<file path="config.mk">
export PLATFORM = sky130hd
export DESIGN_NAME = mem_arbiter_flat
export DESIGN_NICKNAME = d
export VERILOG_FILES = /design/src/rtl/mem_arbiter_if.sv /design/src/rtl/mem_arbiter.sv /design/src/flat_wrapper.sv
export SDC_FILE = /design/constraint.sdc
export NUM_CORES = 1
export LEC_CHECK = 0
export BUFFER_PORTS_ARGS = -buffer_cell sky130_fd_sc_hd__clkbuf_2
export CAP_MARGIN = 20
export CORE_UTILIZATION = 55
export CTS_BUF_LIST = sky130_fd_sc_hd__clkbuf_8
export CTS_CLUSTER_SIZE = 12
export DETAILED_ROUTE_END_ITERATION = 10
export PLACE_DENSITY = 0.89
export SYNTH_ARGS = -nofsm -noshare
export SYNTH_HDL_FRONTEND = slang
export SYNTH_SLANG_ARGS = --single-unit
</file>
<file path="constraint.sdc">
create_clock -name clk -period 5.07 [get_ports clk]
set_input_delay 0.2535 -clock clk [delete_from_list [all_inputs] [get_ports clk]]
set_output_delay 0.2535 -clock clk [all_outputs]
set_load 0.005 [all_outputs]
</file>
<file path="src/rtl/mem_arbiter_if.sv">
// mem_arbiter_if: fetch/data request ports and memory-controller bus of mem_arbiter.
// Handshake: a requester raises *_req with its fields stable and holds them until
// its one-cycle *_valid pulse; the arbiter raises m_req with the m_* fields stable
// and holds it until the cycle in which m_ack is high (m_rdata valid in that cycle).
// The slave modport is the arbiter's view (it serves requests and drives memory);
// the master modport is the surrounding pipeline plus memory controller.
interface mem_arbiter_if;
  logic        if_req;
  logic [31:0] if_addr;
  logic [31:0] if_rdata;
  logic        if_valid;
  logic        d_req;
  logic        d_we;
  logic [1:0]  d_size;
  logic [31:0] d_addr;
  logic [31:0] d_wdata;
  logic [31:0] d_rdata;
  logic        d_valid;
  logic        d_err;
  logic        m_req;
  logic        m_we;
  logic [31:0] m_addr;
  logic [31:0] m_wdata;
  logic [3:0]  m_be;
  logic        m_ack;
  logic [31:0] m_rdata;

  modport slave (
    input  if_req, if_addr, d_req, d_we, d_size, d_addr, d_wdata, m_ack, m_rdata,
    output if_rdata, if_valid, d_rdata, d_valid, d_err,
    output m_req, m_we, m_addr, m_wdata, m_be
  );

  modport master (
    output if_req, if_addr, d_req, d_we, d_size, d_addr, d_wdata, m_ack, m_rdata,
    input  if_rdata, if_valid, d_rdata, d_valid, d_err,
    input  m_req, m_we, m_addr, m_wdata, m_be
  );
endinterface

</file>
<file path="src/rtl/mem_arbiter.sv">
// mem_arbiter: shares one memory port between instruction fetch and the data stage.
// Data has priority, bounded by a streak counter so a waiting fetch is not starved.
// Data accesses become word transactions with byte enables; loads come back
// right-aligned; misaligned data accesses complete at once with d_err.
module mem_arbiter #(
  parameter int MAX_D_STREAK = 4
) (
  input  logic         clk,
  input  logic         rst_n,
  mem_arbiter_if.slave bus,
  output logic [1:0]   o_state
);
  localparam int SW = $clog2(MAX_D_STREAK + 1);

  typedef enum logic [1:0] {IDLE = 2'd0, ACC = 2'd1, RESP = 2'd2} state_t;

  state_t      r_state;
  state_t      w_next;
  logic [SW-1:0] r_streak;
  logic        w_streak_full;
  logic        w_grant_d;
  logic        w_grant_f;
  logic        w_misalign;
  logic [1:0]  w_size;
  logic [3:0]  w_be;
  logic [31:0] w_wdata;
  logic [31:0] w_shifted;
  logic [31:0] w_load;
  logic        r_m_req;
  logic        r_m_we;
  logic [31:0] r_m_addr;
  logic [31:0] r_m_wdata;
  logic [3:0]  r_m_be;
  logic [31:0] r_if_rdata;
  logic [31:0] r_d_rdata;
  logic        r_if_valid;
  logic        r_d_valid;
  logic        r_d_err;
  logic        r_fetch;
  logic [1:0]  r_off;
  logic [1:0]  r_size;
  logic        w_unused_ok;

  // Fetch addresses are word aligned by contract, so their low bits carry nothing.
  assign w_unused_ok   = &{1'b0, bus.if_addr[1:0]};
  assign w_streak_full = (r_streak == SW'(MAX_D_STREAK));

  // Decode the data access: effective size, alignment, lane enables, replicated store data.
  always_comb begin
    w_size     = (bus.d_size == 2'd3) ? 2'd2 : bus.d_size;
    w_misalign = 1'b0;
    w_be       = 4'hF;
    w_wdata    = bus.d_wdata;
    case (w_size)
      2'd0: begin
        w_be    = 4'b0001 << bus.d_addr[1:0];
        w_wdata = {4{bus.d_wdata[7:0]}};
      end
      2'd1: begin
        w_misalign = bus.d_addr[0];
        w_be       = 4'b0011 << {bus.d_addr[1], 1'b0};
        w_wdata    = {2{bus.d_wdata[15:0]}};
      end
      default: w_misalign = (bus.d_addr[1:0] != 2'b00);
    endcase
  end

  // Next state and grant decision; the grant only happens in IDLE.
  always_comb begin
    w_next    = r_state;
    w_grant_d = 1'b0;
    w_grant_f = 1'b0;
    case (r_state)
      IDLE: begin
        if (bus.d_req && !(bus.if_req && w_streak_full)) w_grant_d = 1'b1;
        else if (bus.if_req)                             w_grant_f = 1'b1;
        if (w_grant_d && w_misalign)     w_next = RESP;
        else if (w_grant_d || w_grant_f) w_next = ACC;
      end
      ACC:     if (bus.m_ack) w_next = RESP;
      RESP:    w_next = IDLE;
      default: w_next = IDLE;
    endcase
  end

  // Right-align the returned word by the latched byte offset, then trim to size.
  always_comb begin
    w_shifted = bus.m_rdata >> {r_off, 3'b000};
    w_load    = w_shifted;
    case (r_size)
      2'd0:    w_load = {24'h0, w_shifted[7:0]};
      2'd1:    w_load = {16'h0, w_shifted[15:0]};
      default: w_load = w_shifted;
    endcase
  end

  // State register.
  always_ff @(posedge clk or negedge rst_n) begin
    if (!rst_n) r_state <= IDLE;
    else        r_state <= w_next;
  end

  // Data-grant streak: counts data wins while fetch waits, cleared once fetch stops waiting or wins.
  always_ff @(posedge clk or negedge rst_n) begin
    if (!rst_n)                        r_streak <= '0;
    else if (!bus.if_req || w_grant_f) r_streak <= '0;
    else if (w_grant_d)                r_streak <= r_streak + 1'b1;
  end

  // Registered datapath: latch the granted access, drive memory, capture and pulse results.
  always_ff @(posedge clk or negedge rst_n) begin
    if (!rst_n) begin
      r_m_req    <= 1'b0;
      r_m_we     <= 1'b0;
      r_m_addr   <= 32'h0;
      r_m_wdata  <= 32'h0;
      r_m_be     <= 4'h0;
      r_if_rdata <= 32'h0;
      r_d_rdata  <= 32'h0;
      r_if_valid <= 1'b0;
      r_d_valid  <= 1'b0;
      r_d_err    <= 1'b0;
      r_fetch    <= 1'b0;
      r_off      <= 2'b00;
      r_size     <= 2'b00;
    end else begin
      r_if_valid <= 1'b0;
      r_d_valid  <= 1'b0;
      r_d_err    <= 1'b0;
      case (r_state)
        IDLE: begin
          if (w_grant_d) begin
            r_fetch <= 1'b0;
            r_off   <= bus.d_addr[1:0];
            r_size  <= w_size;
            if (w_misalign) begin
              r_d_valid <= 1'b1;
              r_d_err   <= 1'b1;
              r_d_rdata <= 32'h0;
            end else begin
              r_m_req   <= 1'b1;
              r_m_we    <= bus.d_we;
              r_m_addr  <= {bus.d_addr[31:2], 2'b00};
              r_m_be    <= w_be;
              r_m_wdata <= w_wdata;
            end
          end else if (w_grant_f) begin
            r_fetch   <= 1'b1;
            r_off     <= 2'b00;
            r_size    <= 2'd2;
            r_m_req   <= 1'b1;
            r_m_we    <= 1'b0;
            r_m_addr  <= {bus.if_addr[31:2], 2'b00};
            r_m_be    <= 4'hF;
            r_m_wdata <= 32'h0;
          end
        end
        ACC: begin
          if (bus.m_ack) begin
            r_m_req <= 1'b0;
            if (r_fetch) begin
              r_if_valid <= 1'b1;
              r_if_rdata <= bus.m_rdata;
            end else begin
              r_d_valid <= 1'b1;
              r_d_rdata <= r_m_we ? 32'h0 : w_load;
            end
          end
        end
        default: ;
      endcase
    end
  end

  assign bus.m_req    = r_m_req;
  assign bus.m_we     = r_m_we;
  assign bus.m_addr   = r_m_addr;
  assign bus.m_wdata  = r_m_wdata;
  assign bus.m_be     = r_m_be;
  assign bus.if_rdata = r_if_rdata;
  assign bus.if_valid = r_if_valid;
  assign bus.d_rdata  = r_d_rdata;
  assign bus.d_valid  = r_d_valid;
  assign bus.d_err    = r_d_err;
  assign o_state      = r_state;
endmodule

</file>
<file path="src/flat_wrapper.sv">
// flat-port wrapper written by rule: the top's interface ports become plain ports
module mem_arbiter_flat 
#(
  parameter int MAX_D_STREAK = 4
)
  (clk, rst_n, o_state, bus_if_req, bus_if_addr, bus_d_req, bus_d_we, bus_d_size, bus_d_addr, bus_d_wdata, bus_m_ack, bus_m_rdata, bus_if_rdata, bus_if_valid, bus_d_rdata, bus_d_valid, bus_d_err, bus_m_req, bus_m_we, bus_m_addr, bus_m_wdata, bus_m_be);
  mem_arbiter_if bus_i ();
  input  logic clk;
  input  logic rst_n;
  output logic [1:0] o_state;
  input wire logic [$bits(bus_i.if_req)-1:0] bus_if_req;
  input wire logic [$bits(bus_i.if_addr)-1:0] bus_if_addr;
  input wire logic [$bits(bus_i.d_req)-1:0] bus_d_req;
  input wire logic [$bits(bus_i.d_we)-1:0] bus_d_we;
  input wire logic [$bits(bus_i.d_size)-1:0] bus_d_size;
  input wire logic [$bits(bus_i.d_addr)-1:0] bus_d_addr;
  input wire logic [$bits(bus_i.d_wdata)-1:0] bus_d_wdata;
  input wire logic [$bits(bus_i.m_ack)-1:0] bus_m_ack;
  input wire logic [$bits(bus_i.m_rdata)-1:0] bus_m_rdata;
  output wire logic [$bits(bus_i.if_rdata)-1:0] bus_if_rdata;
  output wire logic [$bits(bus_i.if_valid)-1:0] bus_if_valid;
  output wire logic [$bits(bus_i.d_rdata)-1:0] bus_d_rdata;
  output wire logic [$bits(bus_i.d_valid)-1:0] bus_d_valid;
  output wire logic [$bits(bus_i.d_err)-1:0] bus_d_err;
  output wire logic [$bits(bus_i.m_req)-1:0] bus_m_req;
  output wire logic [$bits(bus_i.m_we)-1:0] bus_m_we;
  output wire logic [$bits(bus_i.m_addr)-1:0] bus_m_addr;
  output wire logic [$bits(bus_i.m_wdata)-1:0] bus_m_wdata;
  output wire logic [$bits(bus_i.m_be)-1:0] bus_m_be;
  assign bus_i.if_req = bus_if_req;
  assign bus_i.if_addr = bus_if_addr;
  assign bus_i.d_req = bus_d_req;
  assign bus_i.d_we = bus_d_we;
  assign bus_i.d_size = bus_d_size;
  assign bus_i.d_addr = bus_d_addr;
  assign bus_i.d_wdata = bus_d_wdata;
  assign bus_i.m_ack = bus_m_ack;
  assign bus_i.m_rdata = bus_m_rdata;
  assign bus_if_rdata = bus_i.if_rdata;
  assign bus_if_valid = bus_i.if_valid;
  assign bus_d_rdata = bus_i.d_rdata;
  assign bus_d_valid = bus_i.d_valid;
  assign bus_d_err = bus_i.d_err;
  assign bus_m_req = bus_i.m_req;
  assign bus_m_we = bus_i.m_we;
  assign bus_m_addr = bus_i.m_addr;
  assign bus_m_wdata = bus_i.m_wdata;
  assign bus_m_be = bus_i.m_be;
  mem_arbiter #(.MAX_D_STREAK(MAX_D_STREAK)) u_core (.clk(clk), .rst_n(rst_n), .bus(bus_i), .o_state(o_state));
endmodule
</file>
==> metrics <==
Worst EP arrival=2.77 ns; Worst R2R Path Depth=5; Clock Root Buffer=clkbuf_8; final worst-path cycle share=48.63%; DR WL/cell=18.40 um; TritonCTS clock tree=built; crit-path max FO=32; Sw Ratio=37.44%; # rows=40; Resize count post-CTS=0; Max Root-Sink Buffers=2; Avg Inst Size Synth=11.16 um^2; largest family of logic cells by synthesized area=multiplexers; clk sinks=145; total core area=12210 um^2; Final Wtd Congestion=0.8566; final worst slack=2.605 ns; Min Clock Period, post-route=2.465 ns; Ant. Diodes=0; RSZ-0062 raised after global routing=no; Adder-Cell Fraction of Synth Area=0.3561%; CTS clk-pin slew, worst paths=0.08 ns; Starting Density=57.55%; initial antenna violation count=0; most frequent cells in the layout=clkbuf_2 (269), dfrtp_1 (145), o21ai_0 (109), mux2i_1 (66), mux2_2 (41); Max-cap violations=0; post-synth top area share=51.63%; Critical Path End=u_core.bus.m_be[2]; Reg power frac=41.0%; Switch Pwr=0.001827 W; clock share of power=17.0%; setup tns final=0 ns; global-route wire length before repair=29.99 mm; Syn Std Cell Area=7028 um^2; logic gate share of total power=42.0%; Hold Path Class=input pin to flip-flop; total wire length=19.47 mm; worst reg2reg startpoint=u_core.o_state[1]; Synth area leaders=dfrtp_1 (52%), mux2i_1 (9.4%), o21ai_0 (7.8%); Peak supply drop=277.1 uV; RR Endpoint=u_core.bus.m_be[2]; Synth Area in Compound Gates=14.31%; PD cells=553.7 nW/um^2; total track usage=30.44%; worst slack, placed=2.368 ns; CP required=5.38 ns; Clk Latency, worst-skew pair=0.44 ns; Slew HR=33.86%; dominant cell type by area after synthesis=dfrtp_1; Mapped Cells=630; worst-margin pin slew=0.9839 ns; Cells after DPL=1024; vias in the first global route=5825; Synth warnings=0; Die Height=115.0 um; ys async rst share=100.0%; r2r setup slk=2.60 ns; Die ar.=13230 um^2; hpwl dp=14.30 mm; share of cells above drive strength 1=42.58%; DR iter-0 viols=353; drt first pass iters=5; cts hold-fix bufs=1; Netlist cell types=43; post-route insts no fill=1058; register area share after synthesis=51.63%; mux contribution to synthesized area=20.46%; Post-synth EDFFs=0; io pins=275; kind of critical path=flip-flop to flip-flop; Final setup viols=0; Layout area overhead=25.39%; # port buffers=270; clk_skew=0.01217 ns; Final Slew Violations=0; total vias in the final route=5972; Pleak=4.666 nW; Hold Crit Depth=3; largest net degree at the start of global routing=85; fin util=72.16%; status=complete, no violations; htree depth=4; nets@finish=1015; worst setup path startpoint=u_core.o_state[1]; Internal Pwr Total=0.003052 W; most common cell after layout, fill and taps aside=clkbuf_2; final hold vios=0; remaining global-route overflow=0; XOR/XNOR Fraction of Synth Area=0%; die width=115.0 um; #FFs+latches synth=145; fmax=405.6 MHz; Synth Flop Type=dfrtp_1; post-CTS setup buffer count=0; Worst setup SP type=flip-flop; vias per cell=5.645; DR DRC count=0; CP Capture Type=flip-flop; Post-Synth Simple-Gate Area=8.670%; cts bufs inserted=17; antenna-violating nets left=0
-- power groups by stage --
stage | Combinational [W] | Clock (W) | Sequential, W
after floorplan | 0.00120 | 0 | 0.00196
final | 0.00205 | 0.000830 | 0.00200
after global routing | 0.00225 | 0.000895 | 0.00206
after detailed placement | 0.00204 | 0 | 0.00201
after CTS | 0.00205 | 0.000844 | 0.00199
after global placement | 0.00197 | 0 | 0.00198
-- logic make-up (layout without fill, tap and decap cells) --
logic type      count (synthesis)  after routing
compound gates                171            171
fa+ha+maj                       2              2
buf+inv                        70            329
flops                         145            145
mux                           128            128
other cells                     1              2
simple gates                  113            113
-- per-layer routing --
| layer | wire length (um) | vias up | GRT usage, % |
|---|---|---|---|
| li1 | - | 2723 | - |
| met1 | 7415 | 2899 | 34.46 |
| met2 | 9967 | 290 | 52.97 |
| met3 | 1310 | 60 | 7.433 |
| met4 | 771 | 0 | 16.80 |
| met5 | 0 | - | 0 |
-- cells in the mapped netlist (all sizes together), types with 2 or more instances --
| cell type | number |
|---|---|
| a211oi | 17 |
| a21boi | 2 |
| a21o | 10 |
| a21oi | 7 |
| a2bb2oi | 8 |
| buf | 19 |
| clkbuf | 34 |
| dfrtp | 145 |
| ha | 2 |
| inv | 17 |
| mux2 | 62 |
| mux2i | 66 |
| nand2 | 29 |
| nand2b | 3 |
| nand3 | 4 |
| nor2 | 26 |
| nor2b | 24 |
| nor3 | 12 |
| nor4 | 3 |
| nor4b | 2 |
| o21ai | 110 |
| o21bai | 2 |
| o31ai | 12 |
| or2 | 3 |
| or3b | 2 |
-- worst min-delay path by stage --
stage	start	endpoint
3_5_place_dp	rst_n	u_core.bus.if_rdata[1]
6_report	bus_d_we	u_core.bus.m_we
4_1_cts	bus_d_we	u_core.bus.m_we
5_1_grt	bus_d_wdata[4]	u_core.bus.m_wdata[4]
3_3_place_gp	rst_n	u_core.bus.if_rdata[1]
2_1_floorplan	rst_n	u_core.bus.d_err
-- critical path: stages (launching register included) --
cell and delay, ns:
dfrtp_1 0.48, or3b_4 0.46, or2_2 0.49, buf_4 0.37
a2111oi_0 0.43, a21oi_1 0.07
-- registers in the layout (all words and copies together), names as in the netlist --
signal / count
u_core.bus.m_req: 1
u_core.bus.d_valid: 1
u_core.r_streak: 3
u_core.o_state: 2
u_core.r_size: 2
u_core.bus.m_wdata: 32
u_core.bus.m_we: 1
u_core.bus.d_err: 1
u_core.r_fetch: 1
u_core.r_off: 2
u_core.bus.m_addr: 30
u_core.bus.d_rdata: 32
u_core.bus.if_rdata: 32
u_core.bus.if_valid: 1
u_core.bus.m_be: 4
-- layout make-up --
cell class / count / area, um^2
Sequential cell: 145 / 3628
Fill cell: 892 / 3400
Multi-Input combinational cell: 416 / 3102
Timing Repair Buffer: 280 / 1448
Clock buffer: 19 / 261.5
Tap cell: 168 / 210.2
Clock inverter: 13 / 98.84
Inverter: 17 / 63.81
-- metrics by stage --
| stage | total power, W | hold WS, ns | area, um^2 |
|---|---|---|---|
| 2_1_floorplan | 0.003154 | -0.04209 | 7032 |
| 3_3_place_gp | 0.003950 | 0.3554 | 8422 |
| 3_5_place_dp | 0.004051 | 0.3525 | 8422 |
| 4_1_cts | 0.004884 | 0.01792 | 8792 |
| 5_1_grt | 0.005196 | 0.04223 | 8812 |
| 6_report | 0.004879 | 0.04016 | 8812 |
Power figures use the tool's default switching activity.
